==> config.mk <==
export PLATFORM = sky130hd
export DESIGN_NAME = uart_tx_buffered
export DESIGN_NICKNAME = d
export VERILOG_FILES = /design/src/rtl/uart_tx_buffered_pkg.sv /design/src/rtl/uart_tx_fifo.sv /design/src/rtl/uart_tx_buffered.sv
export SDC_FILE = /design/constraint.sdc
export NUM_CORES = 1
export LEC_CHECK = 0
export ABC_AREA = 1
export CORE_UTILIZATION = 25
export DETAILED_ROUTE_END_ITERATION = 8
export SYNTH_ARGS = -nofsm -noshare
export SYNTH_HDL_FRONTEND = slang
export SYNTH_SLANG_ARGS = --single-unit
==> constraint.sdc <==
create_clock -name clk -period 2.4 [get_ports clk]
set_clock_uncertainty 0.15 [all_clocks]
set_input_delay 0.6 -clock clk [delete_from_list [all_inputs] [get_ports clk]]
set_output_delay 0.6 -clock clk [all_outputs]
set_load 0.01 [all_outputs]
==> src/rtl/uart_tx_buffered_pkg.sv <==
// ============================================================================
// Module   : uart_tx_buffered_pkg
// Brief    : Shared types and constants for the buffered UART transmitter.
// Revision : 1.0 - initial release
// ============================================================================
`default_nettype none

package uart_tx_buffered_pkg;

    localparam int UART_CLKS_PER_BIT_DEFAULT = 868;   // 100 MHz / 115200 baud
    localparam int UART_FIFO_DEPTH_DEFAULT   = 16;

    typedef enum logic [2:0] {
        UART_ST_IDLE   = 3'd0,
        UART_ST_START  = 3'd1,
        UART_ST_DATA   = 3'd2,
        UART_ST_PARITY = 3'd3,
        UART_ST_STOP   = 3'd4
    } uart_state_e;

    function automatic logic even_parity(input logic [7:0] data);
        return ^data;
    endfunction

endpackage

`default_nettype wire

==> src/rtl/uart_tx_fifo.sv <==
// ============================================================================
// Module   : uart_tx_fifo
// Brief    : Synchronous byte FIFO; full is judged on the registered count,
//            so a push in a full cycle is dropped even if a pop also occurs.
// Revision : 1.0 - initial release
// ============================================================================
`default_nettype none

module uart_tx_fifo #(
    parameter int DEPTH = 16
) (
    input  logic       clk,
    input  logic       rst,
    input  logic       push,
    input  logic [7:0] din,
    input  logic       pop,
    output logic [7:0] dout,
    output logic       empty,
    output logic       full
);

    localparam int              PTR_W      = $clog2(DEPTH);
    localparam logic [PTR_W:0]  FULL_COUNT = (PTR_W + 1)'(DEPTH);

    logic [7:0]       mem_q [DEPTH];
    logic [PTR_W-1:0] wr_ptr_q;
    logic [PTR_W-1:0] rd_ptr_q;
    logic [PTR_W:0]   count_q;
    logic [PTR_W:0]   count_d;
    logic             push_ok;
    logic             pop_ok;

    assign full    = (count_q == FULL_COUNT);
    assign empty   = (count_q == '0);
    assign push_ok = push && !full;
    assign pop_ok  = pop && !empty;
    assign dout    = mem_q[rd_ptr_q];

    always_comb begin
        count_d = count_q;
        case ({push_ok, pop_ok})
            2'b10:   count_d = count_q + 1'b1;
            2'b01:   count_d = count_q - 1'b1;
            default: count_d = count_q;
        endcase
    end

    // Storage is not reset; the pointers alone define what is valid.
    always_ff @(posedge clk) begin
        if (push_ok) begin
            mem_q[wr_ptr_q] <= din;
        end
    end

    always_ff @(posedge clk) begin
        if (rst) begin
            wr_ptr_q <= '0;
            rd_ptr_q <= '0;
            count_q  <= '0;
        end else begin
            if (push_ok) begin
                wr_ptr_q <= wr_ptr_q + 1'b1;
            end
            if (pop_ok) begin
                rd_ptr_q <= rd_ptr_q + 1'b1;
            end
            count_q <= count_d;
        end
    end

endmodule

`default_nettype wire

==> src/rtl/uart_tx_buffered.sv <==
// ============================================================================
// Module   : uart_tx_buffered
// Brief    : Memory-mapped UART transmitter: byte FIFO feeding an 8N1 (or 8E1
//            with UART_TX_PARITY_EN defined) serialiser, LSB first.
// Revision : 1.0 - initial release
// ============================================================================
`default_nettype none

module uart_tx_buffered
    import uart_tx_buffered_pkg::*;
#(
    parameter int CLKS_PER_BIT = UART_CLKS_PER_BIT_DEFAULT,
    parameter int FIFO_DEPTH   = UART_FIFO_DEPTH_DEFAULT
) (
    input  logic        clk,
    input  logic        rst,
    input  logic        uart_we,
    input  logic [31:0] wdata,
    output logic        uart_tx,
    output logic        tx_busy,
    output logic        fifo_full,
    output logic        overflow
);

    localparam int                BAUD_W    = $clog2(CLKS_PER_BIT);
    localparam logic [BAUD_W-1:0] BAUD_LAST = BAUD_W'(CLKS_PER_BIT - 1);

    uart_state_e       state_q;
    uart_state_e       state_d;
    logic [BAUD_W-1:0] baud_q;
    logic [BAUD_W-1:0] baud_d;
    logic [2:0]        bit_q;
    logic [2:0]        bit_d;
    logic [7:0]        shift_q;
    logic [7:0]        shift_d;
    logic              uart_tx_q;
    logic              uart_tx_d;
    logic              tx_busy_q;
    logic              overflow_q;
`ifdef UART_TX_PARITY_EN
    logic              parity_q;
    logic              parity_d;
`endif

    logic              baud_done;
    logic              fifo_pop;
    logic              fifo_empty;
    logic              fifo_full_w;
    logic [7:0]        fifo_dout;
    logic              unused_wdata_hi;

    assign unused_wdata_hi = ^wdata[31:8];

    uart_tx_fifo #(
        .DEPTH (FIFO_DEPTH)
    ) u_fifo (
        .clk   (clk),
        .rst   (rst),
        .push  (uart_we),
        .din   (wdata[7:0]),
        .pop   (fifo_pop),
        .dout  (fifo_dout),
        .empty (fifo_empty),
        .full  (fifo_full_w)
    );

    assign baud_done = (baud_q == BAUD_LAST);

    // State and datapath registers
    always_ff @(posedge clk) begin
        if (rst) begin
            state_q    <= UART_ST_IDLE;
            baud_q     <= '0;
            bit_q      <= '0;
            shift_q    <= '0;
            uart_tx_q  <= 1'b1;
            tx_busy_q  <= 1'b0;
            overflow_q <= 1'b0;
`ifdef UART_TX_PARITY_EN
            parity_q   <= 1'b0;
`endif
        end else begin
            state_q    <= state_d;
            baud_q     <= baud_d;
            bit_q      <= bit_d;
            shift_q    <= shift_d;
            uart_tx_q  <= uart_tx_d;
            tx_busy_q  <= (state_q != UART_ST_IDLE) || !fifo_empty;
`ifdef UART_TX_PARITY_EN
            parity_q   <= parity_d;
`endif
            if (uart_we && fifo_full_w) begin
                overflow_q <= 1'b1;
            end
        end
    end

    // Next-state logic
    always_comb begin
        state_d = state_q;
        bit_d   = bit_q;
        shift_d = shift_q;
`ifdef UART_TX_PARITY_EN
        parity_d = parity_q;
`endif
        // The baud counter free-runs inside a bit and reloads at every boundary.
        if (state_q == UART_ST_IDLE || baud_done) begin
            baud_d = '0;
        end else begin
            baud_d = baud_q + 1'b1;
        end

        case (state_q)
            UART_ST_IDLE: begin
                bit_d = '0;
                if (!fifo_empty) begin
                    shift_d = fifo_dout;
`ifdef UART_TX_PARITY_EN
                    parity_d = even_parity(fifo_dout);
`endif
                    state_d = UART_ST_START;
                end
            end
            UART_ST_START: begin
                if (baud_done) begin
                    state_d = UART_ST_DATA;
                end
            end
            UART_ST_DATA: begin
                if (baud_done) begin
                    shift_d = {1'b0, shift_q[7:1]};
                    bit_d   = bit_q + 3'd1;
                    if (bit_q == 3'd7) begin
`ifdef UART_TX_PARITY_EN
                        state_d = UART_ST_PARITY;
`else
                        state_d = UART_ST_STOP;
`endif
                    end
                end
            end
`ifdef UART_TX_PARITY_EN
            UART_ST_PARITY: begin
                if (baud_done) begin
                    state_d = UART_ST_STOP;
                end
            end
`endif
            UART_ST_STOP: begin
                if (baud_done) begin
                    state_d = UART_ST_IDLE;
                end
            end
            default: begin
                state_d = UART_ST_IDLE;
            end
        endcase
    end

    // Output logic; the line value is registered so uart_tx lags state by a cycle.
    always_comb begin
        uart_tx_d = 1'b1;
        fifo_pop  = 1'b0;
        case (state_q)
            UART_ST_IDLE:   fifo_pop  = !fifo_empty;
            UART_ST_START:  uart_tx_d = 1'b0;
            UART_ST_DATA:   uart_tx_d = shift_q[0];
`ifdef UART_TX_PARITY_EN
            UART_ST_PARITY: uart_tx_d = parity_q;
`endif
            UART_ST_STOP:   uart_tx_d = 1'b1;
            default:        uart_tx_d = 1'b1;
        endcase
    end

    assign uart_tx   = uart_tx_q;
    assign tx_busy   = tx_busy_q;
    assign fifo_full = fifo_full_w;
    assign overflow  = overflow_q;

endmodule

`default_nettype wire

==> metrics.yaml <==
run_status:
  status: "complete, no violations"
power_and_ir_drop:
  irDropWorstVdd_mv: 0.513
  p_per_area_mw_per_mm2: 993
  p_leak_nw: 3.57
synthesis:
  ys_types: 39
  post_synth.cell_area_avg_sq_um: 9.74
  synth_async_sr_flop_share_pct: 0
  synth_fp_nets: 825
  muxShareOfSynthArea_pct: 0
  synth-compound-area-share_pct: 4.55
  syn_area_sq_mm: 0.00758
  synth_fa_ha_area_share_pct: 1.81
  netlist_instances: 779
  synth.largest_area_cell: "edfxtp_1"
  synth_xor_area_share_pct: 0.693
  synth-simple-area-share_pct: 23.2
  ys_ff_latch: 172
  synth_edf_count: 128
  ys_top_cells_by_count: "nand2_1 (224), edfxtp_1 (128), nand3_1 (94), inv_1 (89), nor2_1 (62)"
  yosys_warnings: 0
  ys_seq_area_share_pct: 62.3
  yosysTopAreaCellShare_pct: 50.7
  ys_top_cells_by_area: "edfxtp_1 (51%), dfxtp_1 (12%), nand2_1 (11%)"
  synth.most_common_cell: "nand2_1"
  synthFlopType: "edfxtp_1"
  synth_top_family_by_area: "simple AND/OR/NAND/NOR gates"
floorplan:
  die-area_sq_mm: 0.0310
  rows: 63
  start_util_pct: 25.5
  die_y_um: 176
  dieWidth_um: 176
  core_area_sq_mm: 0.0297
  ios: 39
job:
  cap_violations: 0
placement:
  dp_hpwl_um: 10100
  port_buffers: 14
  placed_area_sq_mm: 0.00829
  gp_congestion: 0.786
timing:
  worst_hold_slack_ps: 296
  final-max-slew-violation-count: 0
  max_slew_margin_pct: 54.2
  min_period_ps: 2140
  rsz0062_at_grt: "no"
  fin_setup_tns_ps: 0
  fin_crit_sh_pct: 89.2
  hold_violations: 0
  worst_slew_pin_slew_ps: 686
  fmaxAchievable_mhz: 467
  finalSetupViolations: 0
clock_tree:
  clk_path_buf_depth: 2
  insertion_delay_ps: 420
  holdBufCountCts: 0
  cts_root_buf: "clkbuf_16"
  cts_tree: "built"
  cts_sinks: 172
  numCtsBuffers: 17
  htreeDepth: 4
  cts.clk_slew.worst_paths_ps: 60
  ctsResizeCount: 2
  postCtsSetupBuffers: 0
worst_setup_path:
  reg2reg_slack_ps: 260
  cp_data_required_time_ps: 2600
  path_cells: "nor2_2, nand4_1, nand2_2, inv_2, ha_1, xor2_1, ha_1, inv_1, nand2_1, nand3b_1, nand2_1, nand2_1, nand2_1, nand2_1, a21oi_1"
  critPathMaxStageDelay_ps: 350
  critical-path-top-delay-family: "simple AND/OR/NAND/NOR gates"
  arrival_ps: 2340
  worstRegToRegCells: 15
  crit_buf_inv: 2
  crit_top_cell: "nand2_1"
  rr_endpoint: "u_fifo.count_q[4]"
  crit_path_top_delay_cell: "dfxtp_1"
  endpoint_kind: "flop"
  path_class: "flop to flop"
  cp_max_fo: 5
  worst_setup_path_start_kind: "flop"
  timing.rr.start: "u_fifo.count_q[0]"
route:
  route.detailed.drc: 0
  vias: 5144
  first_iter_violations: 364
  viasPerCell: 4.22
  wl_per_cell_um: 13.0
  firstDrtPassIters: 6
  drt_wl_total_um: 15800
  ant_nets: 0
grt:
  grt_pass1_wl_um: 25700
  grt_pass1_vias: 5021
  grt_overflow_total: 0
  antenna_found_initial: 0
  grt_util_all_layers_pct: 10.9
  grt_max_degree: 62
final_layout:
  final_util_pct: 29.9
  fill_cells: 3040
  antenna_cells: 0
  area_growth_syn_to_layout_pct: 17.1
  final_nets: 862
  stdcell_area_sq_mm: 0.00888
  drive_gt1_share_pct: 12.2
hold_path:
  hp-start: "baud_q[0]"
  hold-path-cell-count: 1
  hold_class: "flop to flop"
  holdPathEnd: "baud_q[0]"
## how the worst max path moves through the flow
stage	startpoint	end	cells past startpoint
4_1_cts	u_fifo.count_q[0]	u_fifo.count_q[4]	15
3_3_place_gp	uart_we	u_fifo.count_q[4]	13
2_1_floorplan	state_q[2]	u_fifo.count_q[4]	17
6_report	u_fifo.count_q[0]	u_fifo.count_q[4]	15
3_5_place_dp	uart_we	u_fifo.count_q[4]	13
5_1_grt	state_q[0]	u_fifo.count_q[4]	16
## final cells by class
| cell class | count | area (sq um) | area share (%) |
|---|---|---|---|
| clock buffer | 18 | 429 | 4.83 |
| tap | 390 | 488 | 5.50 |
| multi-input combinational | 480 | 2300 | 25.9 |
| clock inverter | 14 | 158 | 1.78 |
| timing repair buffer | 48 | 407 | 4.58 |
| inverter | 97 | 369 | 4.16 |
| sequential | 172 | 4730 | 53.2 |
## state kept, by name, indices dropped and copies added (netlist names), named ones only
register and cells:
u_fifo.wr_ptr_q 4, state_q 3, uart_tx 1, u_fifo.count_q 5
baud_q 10, bit_q 3, tx_busy 1, overflow 1
shift_q 8, u_fifo.mem_q 128, u_fifo.rd_ptr_q 4
## layer usage
metal / GRT usage [%] / up-vias / wire [um]
met4: 4.38 / 0 / 280
met5: 0 / - / 0
met1: 12.8 / 2413 / 6690
met3: 1.92 / 20 / 586
li1: - / 2624 / -
met2: 19.5 / 87 / 8280
## per-stage QoR
stage | setup WS [ps] | std cells | power, W
2_1_floorplan | 257 | 779 | 0.00551
4_1_cts | 229 | 1219 | 0.00890
5_1_grt | 23.0 | 1219 | 0.00937
6_report | 260 | 1219 | 0.00882
3_3_place_gp | -121 | 1187 | 0.00615
3_5_place_dp | -169 | 1187 | 0.00618
## layout by cell type, fill, tap and decap left out, drive strengths merged
cell type and n:
a211oi 1, a21oi 32, a22oi 1, a31o 1, a31oi 1, buf 34
bufinv 2, clkbuf 18, clkdlybuf4s50 13, clkinv 1, clkinvlp 6, dfxtp 44
dlygate4sd2 1, edfxtp 128, ha 11, inv 102, nand2 227, nand3 97
nand3b 1, nand4 5, nor2 70, nor3 3, o211ai 3, o21a 1
o21ai 19, or2 1, xnor2 1, xor2 5
## report_power, final
part / switching (W) / internal (W)
logic: 0.00165 / 0.000882
registers: 0.000141 / 0.00342
clock network: 0.00118 / 0.00155
## worst register-to-register path: cells and delay by family (launching register included)
| kind | cells | cell delay [ps] |
|---|---|---|
| compound gates | 1 | 110 |
| buf+inv | 2 | 80 |
| simple gates | 9 | 830 |
| xor+xnor | 1 | 190 |
| flops | 1 | 350 |
| fa+ha+maj | 2 | 360 |
## logic make-up after synthesis
group                      count (synthesis)
DFF                                      172
xor gates and xnor gates                   6
AOI/OAI and AO/OA                         59
and+or+nand+nor                          404
buffers and inverters                    127
adders and majority gates                 11
Power figures use the tool's default switching activity.
